$ cat config.mk
export PLATFORM = sky130hd
export DESIGN_NAME = mc_datapath_flat
export DESIGN_NICKNAME = d
export VERILOG_FILES = /design/src/rtl/mips_pkg.sv /design/src/rtl/mc_datapath_if.sv /design/src/rtl/mc_datapath_regfile.sv /design/src/rtl/mc_datapath.sv /design/src/flat_wrapper.sv
export SDC_FILE = /design/constraint.sdc
export NUM_CORES = 2
export LEC_CHECK = 0
export ABC_CLOCK_PERIOD_IN_PS = 12900
export CAP_MARGIN = 5
export CORE_MARGIN = 2
export CORE_UTILIZATION = 65
export CTS_CLUSTER_SIZE = 28
export DETAILED_ROUTE_END_ITERATION = 8
export PLACE_DENSITY_LB_ADDON = 0.2
export SYNTH_ARGS = -nofsm -noshare
export SYNTH_HDL_FRONTEND = slang
export SYNTH_SLANG_ARGS = --single-unit
$ cat constraint.sdc
create_clock -name clk -period 12.9 [get_ports clk]
set_input_delay 3.225 -clock clk [delete_from_list [all_inputs] [get_ports clk]]
set_output_delay 3.225 -clock clk [all_outputs]
set_load 0.01 [all_outputs]
$ cat src/rtl/mips_pkg.sv
// ---------------------------------------------------------------------------
// mips_pkg
// Definitions shared by the multicycle MIPS datapath and its control FSM /
// ALU decoder:
//   - ALU control codes (alucontrol encoding)
//   - next-PC and ALU-B select encodings
//   - opcode constants for the controller
//   - register-file geometry and a sign-extension helper
// ---------------------------------------------------------------------------
package mips_pkg;

    // Register-file geometry
    localparam int NUM_REGS   = 32;
    localparam int REG_ADDR_W = 5;

    // ALU control codes. Codes outside this set make the ALU return zero,
    // which is why these are plain constants rather than a closed enum.
    localparam logic [2:0] ALU_AND = 3'b000;
    localparam logic [2:0] ALU_OR  = 3'b001;
    localparam logic [2:0] ALU_ADD = 3'b010;
    localparam logic [2:0] ALU_SUB = 3'b110;
    localparam logic [2:0] ALU_SLT = 3'b111;

    // Next-PC source select
    typedef enum logic [1:0] {
        PCSRC_ALU    = 2'b00,
        PCSRC_ALUOUT = 2'b01,
        PCSRC_JUMP   = 2'b10,
        PCSRC_RSVD   = 2'b11
    } pcsrc_e;

    // ALU B-operand select
    typedef enum logic [1:0] {
        SRCB_REG   = 2'b00,
        SRCB_FOUR  = 2'b01,
        SRCB_IMM   = 2'b10,
        SRCB_IMMSH = 2'b11
    } srcb_e;

    // Opcodes decoded by the main controller
    localparam logic [5:0] OP_RTYPE = 6'b000000;
    localparam logic [5:0] OP_J     = 6'b000010;
    localparam logic [5:0] OP_BEQ   = 6'b000100;
    localparam logic [5:0] OP_ADDI  = 6'b001000;
    localparam logic [5:0] OP_LW    = 6'b100011;
    localparam logic [5:0] OP_SW    = 6'b101011;

    // Sign-extend a 16-bit immediate to a 32-bit word
    function automatic logic [31:0] sign_ext16(input logic [15:0] v);
        return {{16{v[15]}}, v};
    endfunction

endpackage

$ cat src/rtl/mc_datapath_if.sv
// ---------------------------------------------------------------------------
// mc_datapath_if
// Bundle between the control FSM / memory side and the multicycle datapath.
//   Controls (controller -> datapath): IorD, IRwrite, memtoreg, branch,
//     pcwrite, regwrite, regdst, alusrcA, alusrcB[1:0], pcsrc[1:0],
//     alucontrol[2:0]
//   Memory:   readdata (memory -> datapath), adr / writedata (datapath -> memory)
//   Status (datapath -> controller): op[5:0], funct[5:0], zero
// Modports:
//   master - controller/memory side
//   slave  - the datapath
// ---------------------------------------------------------------------------
interface mc_datapath_if #(
    parameter int WIDTH = 32
) ();

    logic             IorD;
    logic             IRwrite;
    logic             memtoreg;
    logic             branch;
    logic             pcwrite;
    logic             regwrite;
    logic             regdst;
    logic             alusrcA;
    logic [1:0]       alusrcB;
    logic [1:0]       pcsrc;
    logic [2:0]       alucontrol;
    logic [WIDTH-1:0] readdata;
    logic [WIDTH-1:0] adr;
    logic [WIDTH-1:0] writedata;
    logic [5:0]       op;
    logic [5:0]       funct;
    logic             zero;

    modport master (
        output IorD, IRwrite, memtoreg, branch, pcwrite, regwrite, regdst,
               alusrcA, alusrcB, pcsrc, alucontrol, readdata,
        input  adr, writedata, op, funct, zero
    );

    modport slave (
        input  IorD, IRwrite, memtoreg, branch, pcwrite, regwrite, regdst,
               alusrcA, alusrcB, pcsrc, alucontrol, readdata,
        output adr, writedata, op, funct, zero
    );

endinterface

$ cat src/rtl/mc_datapath_regfile.sv
// ---------------------------------------------------------------------------
// regfile
// 32 x 32 register file, two combinational read ports, one write port.
//   clk, reset_n   clock, asynchronous active-low reset (clears all entries)
//   ra1/rd1        read port 1
//   ra2/rd2        read port 2
//   we, wa, wd     write port, written on the rising edge when we = 1
//   ra3/rd3        third read port, only with MC_DATAPATH_DEBUG_EN defined
// Register 0 has no storage and always reads zero, so writes to it vanish.
// Reads are combinational from the stored value: a write lands at the edge,
// so a same-cycle read still sees the old contents.
// ---------------------------------------------------------------------------
module regfile
    import mips_pkg::*;
(
    input  logic                  clk,
    input  logic                  reset_n,
    input  logic [REG_ADDR_W-1:0] ra1,
    input  logic [REG_ADDR_W-1:0] ra2,
    input  logic                  we,
    input  logic [REG_ADDR_W-1:0] wa,
    input  logic [31:0]           wd,
    output logic [31:0]           rd1,
    output logic [31:0]           rd2
`ifdef MC_DATAPATH_DEBUG_EN
    ,
    input  logic [REG_ADDR_W-1:0] ra3,
    output logic [31:0]           rd3
`endif
);

    logic [31:0] rf_words [NUM_REGS];

    assign rf_words[0] = '0;

    // Each entry needs its own async clear, so the array is built as
    // individual registers rather than a RAM.
    generate
        for (genvar gi = 1; gi < NUM_REGS; gi++) begin : g_entry
            logic [31:0] entry_reg;

            always_ff @(posedge clk or negedge reset_n) begin
                if (!reset_n) begin
                    entry_reg <= '0;
                end else if (we && (wa == REG_ADDR_W'(gi))) begin
                    entry_reg <= wd;
                end
            end

            assign rf_words[gi] = entry_reg;
        end
    endgenerate

    assign rd1 = rf_words[ra1];
    assign rd2 = rf_words[ra2];

`ifdef MC_DATAPATH_DEBUG_EN
    assign rd3 = rf_words[ra3];
`endif

endmodule

$ cat src/rtl/mc_datapath.sv
// ---------------------------------------------------------------------------
// mc_datapath
// Multicycle MIPS datapath. Holds PC, IR, MDR, A, B, ALUOut and the register
// file, drives the unified instruction/data memory port and returns
// op/funct/zero to the control FSM and ALU decoder.
// Ports:
//   clk       rising-edge clock
//   reset_n   asynchronous active-low reset
//   bus       mc_datapath_if.slave: control strobes in, readdata in,
//             adr/writedata out, op/funct/zero out
//   dbg_addr  register-file debug read address   (MC_DATAPATH_DEBUG_EN only)
//   dbg_data  register-file debug read data      (MC_DATAPATH_DEBUG_EN only)
// Parameters:
//   WIDTH     datapath width, only 32 is supported
//   RESET_PC  PC value after reset
// Optional feature macro: MC_DATAPATH_DEBUG_EN adds the debug read port.
// ---------------------------------------------------------------------------
module mc_datapath
    import mips_pkg::*;
#(
    parameter int               WIDTH    = 32,
    parameter logic [WIDTH-1:0] RESET_PC = 32'h0000_0000
) (
    input  logic clk,
    input  logic reset_n,
    mc_datapath_if.slave bus
`ifdef MC_DATAPATH_DEBUG_EN
    ,
    input  logic [REG_ADDR_W-1:0] dbg_addr,
    output logic [WIDTH-1:0]      dbg_data
`endif
);

    // Architectural / non-architectural state
    logic [WIDTH-1:0] pc_reg;
    logic [WIDTH-1:0] ir_reg;
    logic [WIDTH-1:0] mdr_reg;
    logic [WIDTH-1:0] a_reg;
    logic [WIDTH-1:0] b_reg;
    logic [WIDTH-1:0] aluout_reg;

    // Combinational datapath nets
    logic [WIDTH-1:0]      rd1;
    logic [WIDTH-1:0]      rd2;
    logic [WIDTH-1:0]      signimm;
    logic [WIDTH-1:0]      src_a;
    logic [WIDTH-1:0]      src_b;
    logic [WIDTH-1:0]      alu_result;
    logic [WIDTH-1:0]      pc_next;
    logic [WIDTH-1:0]      rf_wd;
    logic [REG_ADDR_W-1:0] rf_wa;
    logic                  zero_flag;
    logic                  pcen;

    // Instruction fields
    assign signimm = sign_ext16(ir_reg[15:0]);

    // ALU operand selection
    always_comb begin
        src_a = bus.alusrcA ? a_reg : pc_reg;
    end

    always_comb begin
        src_b = b_reg;
        case (srcb_e'(bus.alusrcB))
            SRCB_REG:   src_b = b_reg;
            SRCB_FOUR:  src_b = WIDTH'(4);
            SRCB_IMM:   src_b = signimm;
            SRCB_IMMSH: src_b = {signimm[WIDTH-3:0], 2'b00};
            default:    src_b = b_reg;
        endcase
    end

    // ALU: add/sub wrap, slt is a signed compare, unknown codes give zero
    always_comb begin
        alu_result = '0;
        case (bus.alucontrol)
            ALU_ADD: alu_result = src_a + src_b;
            ALU_SUB: alu_result = src_a - src_b;
            ALU_AND: alu_result = src_a & src_b;
            ALU_OR:  alu_result = src_a | src_b;
            ALU_SLT: alu_result = {{(WIDTH-1){1'b0}},
                                   ($signed(src_a) < $signed(src_b))};
            default: alu_result = '0;
        endcase
    end

    assign zero_flag = (alu_result == '0);

    // Next PC. The reserved select reloads the current PC, so a stray
    // pcen with pcsrc = 11 leaves the PC where it is.
    always_comb begin
        pc_next = pc_reg;
        case (pcsrc_e'(bus.pcsrc))
            PCSRC_ALU:    pc_next = alu_result;
            PCSRC_ALUOUT: pc_next = aluout_reg;
            PCSRC_JUMP:   pc_next = {pc_reg[WIDTH-1:WIDTH-4], ir_reg[25:0], 2'b00};
            PCSRC_RSVD:   pc_next = pc_reg;
            default:      pc_next = pc_reg;
        endcase
    end

    assign pcen = bus.pcwrite | (bus.branch & zero_flag);

    // Write address/data come from the IR and MDR as they stand before the
    // edge, so an IR load in the same cycle does not redirect the write.
    assign rf_wa = bus.regdst ? ir_reg[15:11] : ir_reg[20:16];
    assign rf_wd = bus.memtoreg ? mdr_reg : aluout_reg;

    regfile u_regfile (
        .clk     (clk),
        .reset_n (reset_n),
        .ra1     (ir_reg[25:21]),
        .ra2     (ir_reg[20:16]),
        .we      (bus.regwrite),
        .wa      (rf_wa),
        .wd      (rf_wd),
        .rd1     (rd1),
        .rd2     (rd2)
`ifdef MC_DATAPATH_DEBUG_EN
        ,
        .ra3     (dbg_addr),
        .rd3     (dbg_data)
`endif
    );

    // State registers
    always_ff @(posedge clk or negedge reset_n) begin
        if (!reset_n) begin
            pc_reg     <= RESET_PC;
            ir_reg     <= '0;
            mdr_reg    <= '0;
            a_reg      <= '0;
            b_reg      <= '0;
            aluout_reg <= '0;
        end else begin
            if (pcen) begin
                pc_reg <= pc_next;
            end
            if (bus.IRwrite) begin
                ir_reg <= bus.readdata;
            end
            mdr_reg    <= bus.readdata;
            a_reg      <= rd1;
            b_reg      <= rd2;
            aluout_reg <= alu_result;
        end
    end

    // Outputs
    assign bus.adr       = bus.IorD ? aluout_reg : pc_reg;
    assign bus.writedata = b_reg;
    assign bus.op        = ir_reg[31:26];
    assign bus.funct     = ir_reg[5:0];
    assign bus.zero      = zero_flag;

endmodule

$ cat src/flat_wrapper.sv
// flat-port wrapper written by rule: the top's interface ports become plain ports
module mc_datapath_flat import mips_pkg::*;
#(
    parameter int               WIDTH    = 32,
    parameter logic [WIDTH-1:0] RESET_PC = 32'h0000_0000
)
  (clk, reset_n, bus_IorD, bus_IRwrite, bus_memtoreg, bus_branch, bus_pcwrite, bus_regwrite, bus_regdst, bus_alusrcA, bus_alusrcB, bus_pcsrc, bus_alucontrol, bus_readdata, bus_adr, bus_writedata, bus_op, bus_funct, bus_zero);
  mc_datapath_if #(.WIDTH(WIDTH)) bus_i ();
  input  logic clk;
  input  logic reset_n;
  input wire logic [$bits(bus_i.IorD)-1:0] bus_IorD;
  input wire logic [$bits(bus_i.IRwrite)-1:0] bus_IRwrite;
  input wire logic [$bits(bus_i.memtoreg)-1:0] bus_memtoreg;
  input wire logic [$bits(bus_i.branch)-1:0] bus_branch;
  input wire logic [$bits(bus_i.pcwrite)-1:0] bus_pcwrite;
  input wire logic [$bits(bus_i.regwrite)-1:0] bus_regwrite;
  input wire logic [$bits(bus_i.regdst)-1:0] bus_regdst;
  input wire logic [$bits(bus_i.alusrcA)-1:0] bus_alusrcA;
  input wire logic [$bits(bus_i.alusrcB)-1:0] bus_alusrcB;
  input wire logic [$bits(bus_i.pcsrc)-1:0] bus_pcsrc;
  input wire logic [$bits(bus_i.alucontrol)-1:0] bus_alucontrol;
  input wire logic [$bits(bus_i.readdata)-1:0] bus_readdata;
  output wire logic [$bits(bus_i.adr)-1:0] bus_adr;
  output wire logic [$bits(bus_i.writedata)-1:0] bus_writedata;
  output wire logic [$bits(bus_i.op)-1:0] bus_op;
  output wire logic [$bits(bus_i.funct)-1:0] bus_funct;
  output wire logic [$bits(bus_i.zero)-1:0] bus_zero;
  assign bus_i.IorD = bus_IorD;
  assign bus_i.IRwrite = bus_IRwrite;
  assign bus_i.memtoreg = bus_memtoreg;
  assign bus_i.branch = bus_branch;
  assign bus_i.pcwrite = bus_pcwrite;
  assign bus_i.regwrite = bus_regwrite;
  assign bus_i.regdst = bus_regdst;
  assign bus_i.alusrcA = bus_alusrcA;
  assign bus_i.alusrcB = bus_alusrcB;
  assign bus_i.pcsrc = bus_pcsrc;
  assign bus_i.alucontrol = bus_alucontrol;
  assign bus_i.readdata = bus_readdata;
  assign bus_adr = bus_i.adr;
  assign bus_writedata = bus_i.writedata;
  assign bus_op = bus_i.op;
  assign bus_funct = bus_i.funct;
  assign bus_zero = bus_i.zero;
  mc_datapath #(.WIDTH(WIDTH), .RESET_PC(RESET_PC)) u_core (.clk(clk), .reset_n(reset_n), .bus(bus_i));
endmodule
======== Word level (Yosys, flattened, before mapping) ========
Index checks and enable logic that the tools add are counted.
operators by class
  $add $sub $neg .......................... 2
  muxes and demuxes ....................... 13
  reduce and logical (&&, ||, !) cells .... 37
  bitwise operators ....................... 8
  equality and inequality tests ........... 41
  order comparisons ....................... 3
operators with widths
  kind                                                       number
  binary-select mux 32 bit (select 5 bit)                    2
  two-way mux 32 bit                                         7
  case mux 32 bit (5 select lines)                           1
  case mux 32 bit (4 select lines)                           1
  case mux 32 bit (3 select lines)                           1
  == test 5 bit (second input constant)                      16
  == test 5 x 4 -> 1 bit (second input constant)             8
  adder 32 bit                                               1
  AND 32 bit                                                 1
  logical NOT 32 bit                                         1
  less-than comparator 32 bit                                1
  bitwise OR 32 bit                                          1
  subtractor 32 bit                                          1
  logical AND 1 bit                                          31
  == test 5 x 3 -> 1 bit (second input constant)             4
  greater-or-equal comparator 6 bit (second input constant)  2
  NOT 5 -> 6 bit                                             2
  == test 5 x 2 -> 1 bit (second input constant)             2
  == test 2 bit (second input constant)                      4
  == test 3 bit (second input constant)                      2
  == test 5 x 1 -> 1 bit (second input constant)             1
  two-way mux 5 bit                                          1
  == test 2 x 1 -> 1 bit (second input constant)             2
  logical NOT 2 bit                                          2
  8 further kinds                                            9
storage, ports and cells
  logic and storage cells ................. 142
  register bits after elaboration ......... 1184
  bits of input ports ..................... 49
  output and inout bits ................... 77

======== Longest topological paths before layout ========
  word-level depth ........................ 8
  depth in mapped cells ................... 21
  mapped depth without buffers ............ 17

======== By module ========
A second synthesis with hierarchy kept.
second synthesis, totals
  cell total of the unflattened synthesis .. 5195
  area total of the unflattened synthesis .. 67678.7 sq um
by module, submodules not included
  module       sequential area each (sq um)  cells an instance  area each (sq um)  times used
  regfile      24823.8                       3639               53226.0            1
  mc_datapath  4804.6                        1556               14452.6            1

======== Worst setup path before layout ========
Ideal clock, no wire load.
  path type ............................... input port to output port
  start ................................... input bus_alusrcB[1]
  end ..................................... output bus_zero
  slack ................................... 2544 ps
  stages .................................. 17
  data arrival time ....................... 7131 ps
  buffers on the path ..................... 6
  required time ........................... 9675 ps
  cells stage by stage .................... clkbuf_1 nor2_1 clkbuf_1 buf_1 a21o_1 ha_1 buf_2 a21o_1 o41a_1 a311oi_1 a21oi_1 a311o_1 a211oi_1 nand4_1 nor4_4 buf_6 buf_4
on the way
  longest elaborated chain between the ends .. 5
  elaborated cells between the ends (all ways) .. 12
  those cells by class .................... add/sub: 2; order compare: 1; eq/ne: 3; mux: 2; bitwise: 2; reduce/logical: 2
ends and longest elaborated chain
  what                                             RTL line            RTL
  start: declaration                               flat_wrapper.sv:19  input wire logic [$bits(bus_i.alusrcB)-1:0] bus_alusrcB;
  == test 2 bit, or another cell as far along      mc_datapath.sv:65   case (srcb_e'(bus.alusrcB))
  case mux 32 bit (4 select lines) *               mc_datapath.sv:65
  subtractor 32 bit, or another cell as far along  mc_datapath.sv:79   ALU_SUB: alu_result = src_a - src_b;
  case mux 32 bit (5 select lines) *               mc_datapath.sv:77   case (bus.alucontrol)
  logical NOT 32 bit *                             mc_datapath.sv:88   assign zero_flag = (alu_result == '0);
  end: declaration                                 flat_wrapper.sv:27  output wire logic [$bits(bus_i.zero)-1:0] bus_zero;
Mark *: on every way between the ends. The rest lies on a longest branch, timed or not.

======== Final worst setup path ========
  start ................................... input bus_alusrcB[0]
  end ..................................... output bus_zero
on the way
  longest elaborated chain between the ends .. 5
  elaborated cells between the ends (all ways) .. 12
  those cells by class .................... add/sub: 2; order compare: 1; eq/ne: 3; mux: 2; bitwise: 2; reduce/logical: 2
ends and longest elaborated chain
  what                                             RTL line           RTL
  == test 2 bit, or another cell as far along      mc_datapath.sv:65
  case mux 32 bit (4 select lines) *               mc_datapath.sv:65
  subtractor 32 bit, or another cell as far along  mc_datapath.sv:79
  case mux 32 bit (5 select lines) *               mc_datapath.sv:77
  via u_core.alu_result[23]                        mc_datapath.sv:48  logic [WIDTH-1:0] alu_result;
  logical NOT 32 bit *                             mc_datapath.sv:88
The timed path passes the listed nets; every way through them passes the cells marked *.

==> impl_metrics.py <==
metrics = {
    "timing": {
        "setup_viol_count_final": 0,
        "min_period_over_period_pct": 96.6,
        "fmax_ghz": 0.0802,
        "rsz0062_at_grt": "no",
        "hold_violations": 0,
        "slew_viol_final": 0,
        "slew_headroom_pct": 14.8,
        "fin_skew_ns": 0.0398,
        "finalSetupTns_ns": 0,
        "fin_crit_ns": 12.46,
        "tightestPinTransition_ns": 1.25,
    },
    "setup_path": {
        "worstPathCellList": "clkdlybuf4s50_1 -> nor2_2 -> a22o_1 -> ha_1 -> a21oi_1 -> o21ai_0 -> nand3_1 -> a311oi_1 -> nor2_1 -> nand4_1 -> nand4_1 -> nor4_1 -> nand4_1 -> nor4_4 -> clkdlybuf4s50_1",
        "cp-end-kind": "primary output",
        "slowest_stage": "nor2_2",
        "slowest_delay_ns": 0.73,
        "cp.required_ns": 9.68,
        "crit_type": "in -> out",
        "critPathArrivalTime_ns": 9.24,
        "cp-start-kind": "input port",
        "cp_common_cell": "nand4_1",
        "cp_max_fo": 13,
    },
    "synthesis": {
        "syn-num-nets": 6101,
        "syn_area_per_cell_um2": 10.9,
        "synth_area_leaders": "dfrtp_1 46%, mux4_2 20%, a21oi_1 8.7%, nor2_1 6.3%, clkbuf_1 2.7%",
        "async_flop_share_pct": 100,
        "ys_seq_elements": 1184,
        "synth_commonest_cells": "1184 x dfrtp_1, 1120 x a21oi_1, 1082 x nor2_1",
        "synth-xor-area-share_pct": 0.149,
        "synth_largest_area_cell": "dfrtp_1",
        "synth_cell_types": 87,
        "yosysSeqAreaShare_pct": 45.7,
        "synth_top_family_by_area": "multiplexers",
        "synth-edff-count": 0,
        "ys.flop_type": "dfrtp_1",
        "synthMuxAreaShare_pct": 23.9,
        "synthSimpleGateAreaFrac_pct": 9.61,
        "yosys_warnings": 0,
        "synth_compound_area_share_pct": 14.0,
        "syn_area_um2": 64800,
        "synthCells": 5938,
        "synth.most_common_cell": "dfrtp_1",
        "yosys.area_share.adder_pct": 2.23,
        "yosys.area.top_type_share_pct": 45.7,
    },
    "cts": {
        "cts_repair_resize_count": 0,
        "clk_pin_slew_worst_paths_ns": 0.06,
        "cts_tree": "yes",
        "ctsHoldBuffers": 0,
        "cts_root_buf": "clkbuf_16",
        "clock_sinks": 1184,
        "postCtsSetupRepairBufs": 0,
        "htree_levels": 3,
        "clk_latency_ns": 0.73,
        "cts_made_buffers": 119,
        "cts_buffer_depth": 3,
    },
    "placed_design": {
        "port_buffers": 125,
        "gp_congestion": 0.978,
        "dp.final_hpwl_um": 130000,
    },
    "pwr": {
        "swShare_pct": 36.7,
        "seq_power_share_pct": 41.3,
        "power_leakage_nw": 29.3,
        "power_density_nw_per_um2": 240,
        "ir_worst_vdd_mv": 0.168,
        "power.share.combinational_pct": 37.8,
        "netSwitchingPower_mw": 6.23,
        "pwr-share-clk_pct": 20.9,
        "internal_power_mw": 10.8,
    },
    "cells_and_area": {
        "post-route-util_pct": 71.9,
        "largest_reg_flops": 992,
        "areaGrowthSynthToFinish_pct": 9.32,
        "final_nets": 5896,
        "drive_gt1_share_pct": 20.2,
        "fillers": 6694,
    },
    "grt": {
        "grt_max_degree": 171,
        "grt_usage_pct": 43.3,
        "first_global_vias": 52329,
        "grt_remaining_overflow": 0,
        "grt_pass1_wl_um": 327000,
        "antenna_found_initial": 3,
    },
    "drt": {
        "wl_per_cell_um": 30.6,
        "routed_via_density": 7.25,
        "routed_wl_um": 218000,
        "ant_nets": 0,
        "drt_iter0_drc": 6983,
        "vias": 51606,
        "drc": 0,
        "firstDrtPassIters": 6,
    },
    "floorplanning": {
        "dieArea_um2": 102000,
        "die_height_um": 320,
        "start_util_pct": 65.7,
        "io_pins": 126,
        "rows": 115,
        "die_x_um": 320,
        "core_um2": 98600,
    },
    "worst_hold_path": {
        "hold_path.class": "reg -> reg",
    },
    "outcome": {
        "status": "finished clean",
    },
    "job": {
        "maxCapViolations": 0,
    },
}
[area by class of cell]
cell class	instances	area (um2)	area share [%]
multi-input combinational	4037	32800	46.3
sequential	1184	29700	41.9
clock buffer	169	3490	4.93
timing repair buffer	255	2290	3.24
tap	1287	1610	2.27
inverter	136	510	0.721
clock inverter	49	494	0.698
antenna	1	2.50	0.00353
[power groups by stage]
stage	combinational [mW]	clock [mW]	sequential, mW
detailed placement	6.26	0	6.93
floorplan	4.77	0	6.35
CTS	6.34	3.56	6.92
global route	6.93	3.72	7.18
finish	6.42	3.55	7.01
global placement	6.07	0	6.76
[worst paths after layout]
kind | start | end | slack [ns] | depth (start not counted)
min | u_core.u_regfile.g_entry[31].entry_reg[5] | u_core.u_regfile.g_entry[31].entry_reg[5] | 0.49 | 2
min reg2reg | u_core.u_regfile.g_entry[31].entry_reg[5] | u_core.u_regfile.g_entry[31].entry_reg[5] | 0.49 | 2
max in group asynchronous | reset_n | u_core.ir_reg[24] | 8.03 | 3
min in group asynchronous | reset_n | u_core.u_regfile.g_entry[18].entry_reg[2] | 2.54 | 1
max | bus_alusrcB[0] | bus_zero | 0.44 | 15
max reg2reg | u_core.bus.writedata[0] | u_core.pc_reg[27] | 6.82 | 19
[logic make-up after synthesis]
group / Yosys count
AO/OA/AOI/OAI: 1595
AND/OR/NAND/NOR: 1508
flip-flops: 1184
multiplexers: 809
buffers and inverters: 717
adder cells (fa/ha/maj): 114
XOR/XNOR: 11
[routing by layer]
metal,vias to the layer above,GRT usage (%),routed length [um]
met5,-,0,12
met4,2,24.5,13700
met3,815,12.9,28400
met2,3643,64.1,97800
met1,25907,57.7,77900
li1,21239,-,-
[placed cells by master, fill, tap and decap left out, types with 10 or more instances in the layout]
cell             count
nor2_4              30
nand2b_1            13
clkbuf_1            20
inv_1              136
a211oi_1            17
ha_1               112
buf_4              124
a31oi_1             14
dfrtp_1           1174
nand3_1             56
clkinv_2            29
mux2i_1             44
a21o_1              31
mux4_2             576
clkbuf_8            28
nand4_1             15
clkdlybuf4s50_1    118
nor2_1            1050
a21oi_1           1120
o21a_1              14
and2_1              12
nand2_1            181
nor2b_1             17
a221oi_1            55
mux2i_2             31
a22o_1              51
nor4_1              20
nor3b_1             10
o211ai_1            18
nor3_1              61
o21ai_0            142
o311ai_1            26
mux2_2             156
clkbuf_16          121
[stage by stage]
stage	instances	setup WS (ns)	cell area [um2]	power, mW	hold slack, ns
2_1_floorplan	5938	2.54	64800	11.1	0.461
3_3_place_gp	6899	0.884	66800	12.8	0.474
3_5_place_dp	6899	0.676	66800	13.2	0.485
4_1_cts	7117	0.678	70800	16.8	0.498
5_1_grt	7118	0.188	70800	17.8	0.520
6_report	7118	0.438	70800	17.0	0.492
[critical path: cells and delay by family]
kind,cells,cell delay (ns)
AND/OR/NAND/NOR,8,2.70
AO/OA/AOI/OAI,4,1.64
buffers and inverters,2,1.26
adder cells (fa/ha/maj),1,0.39
(Power assumes the default switching activity.)
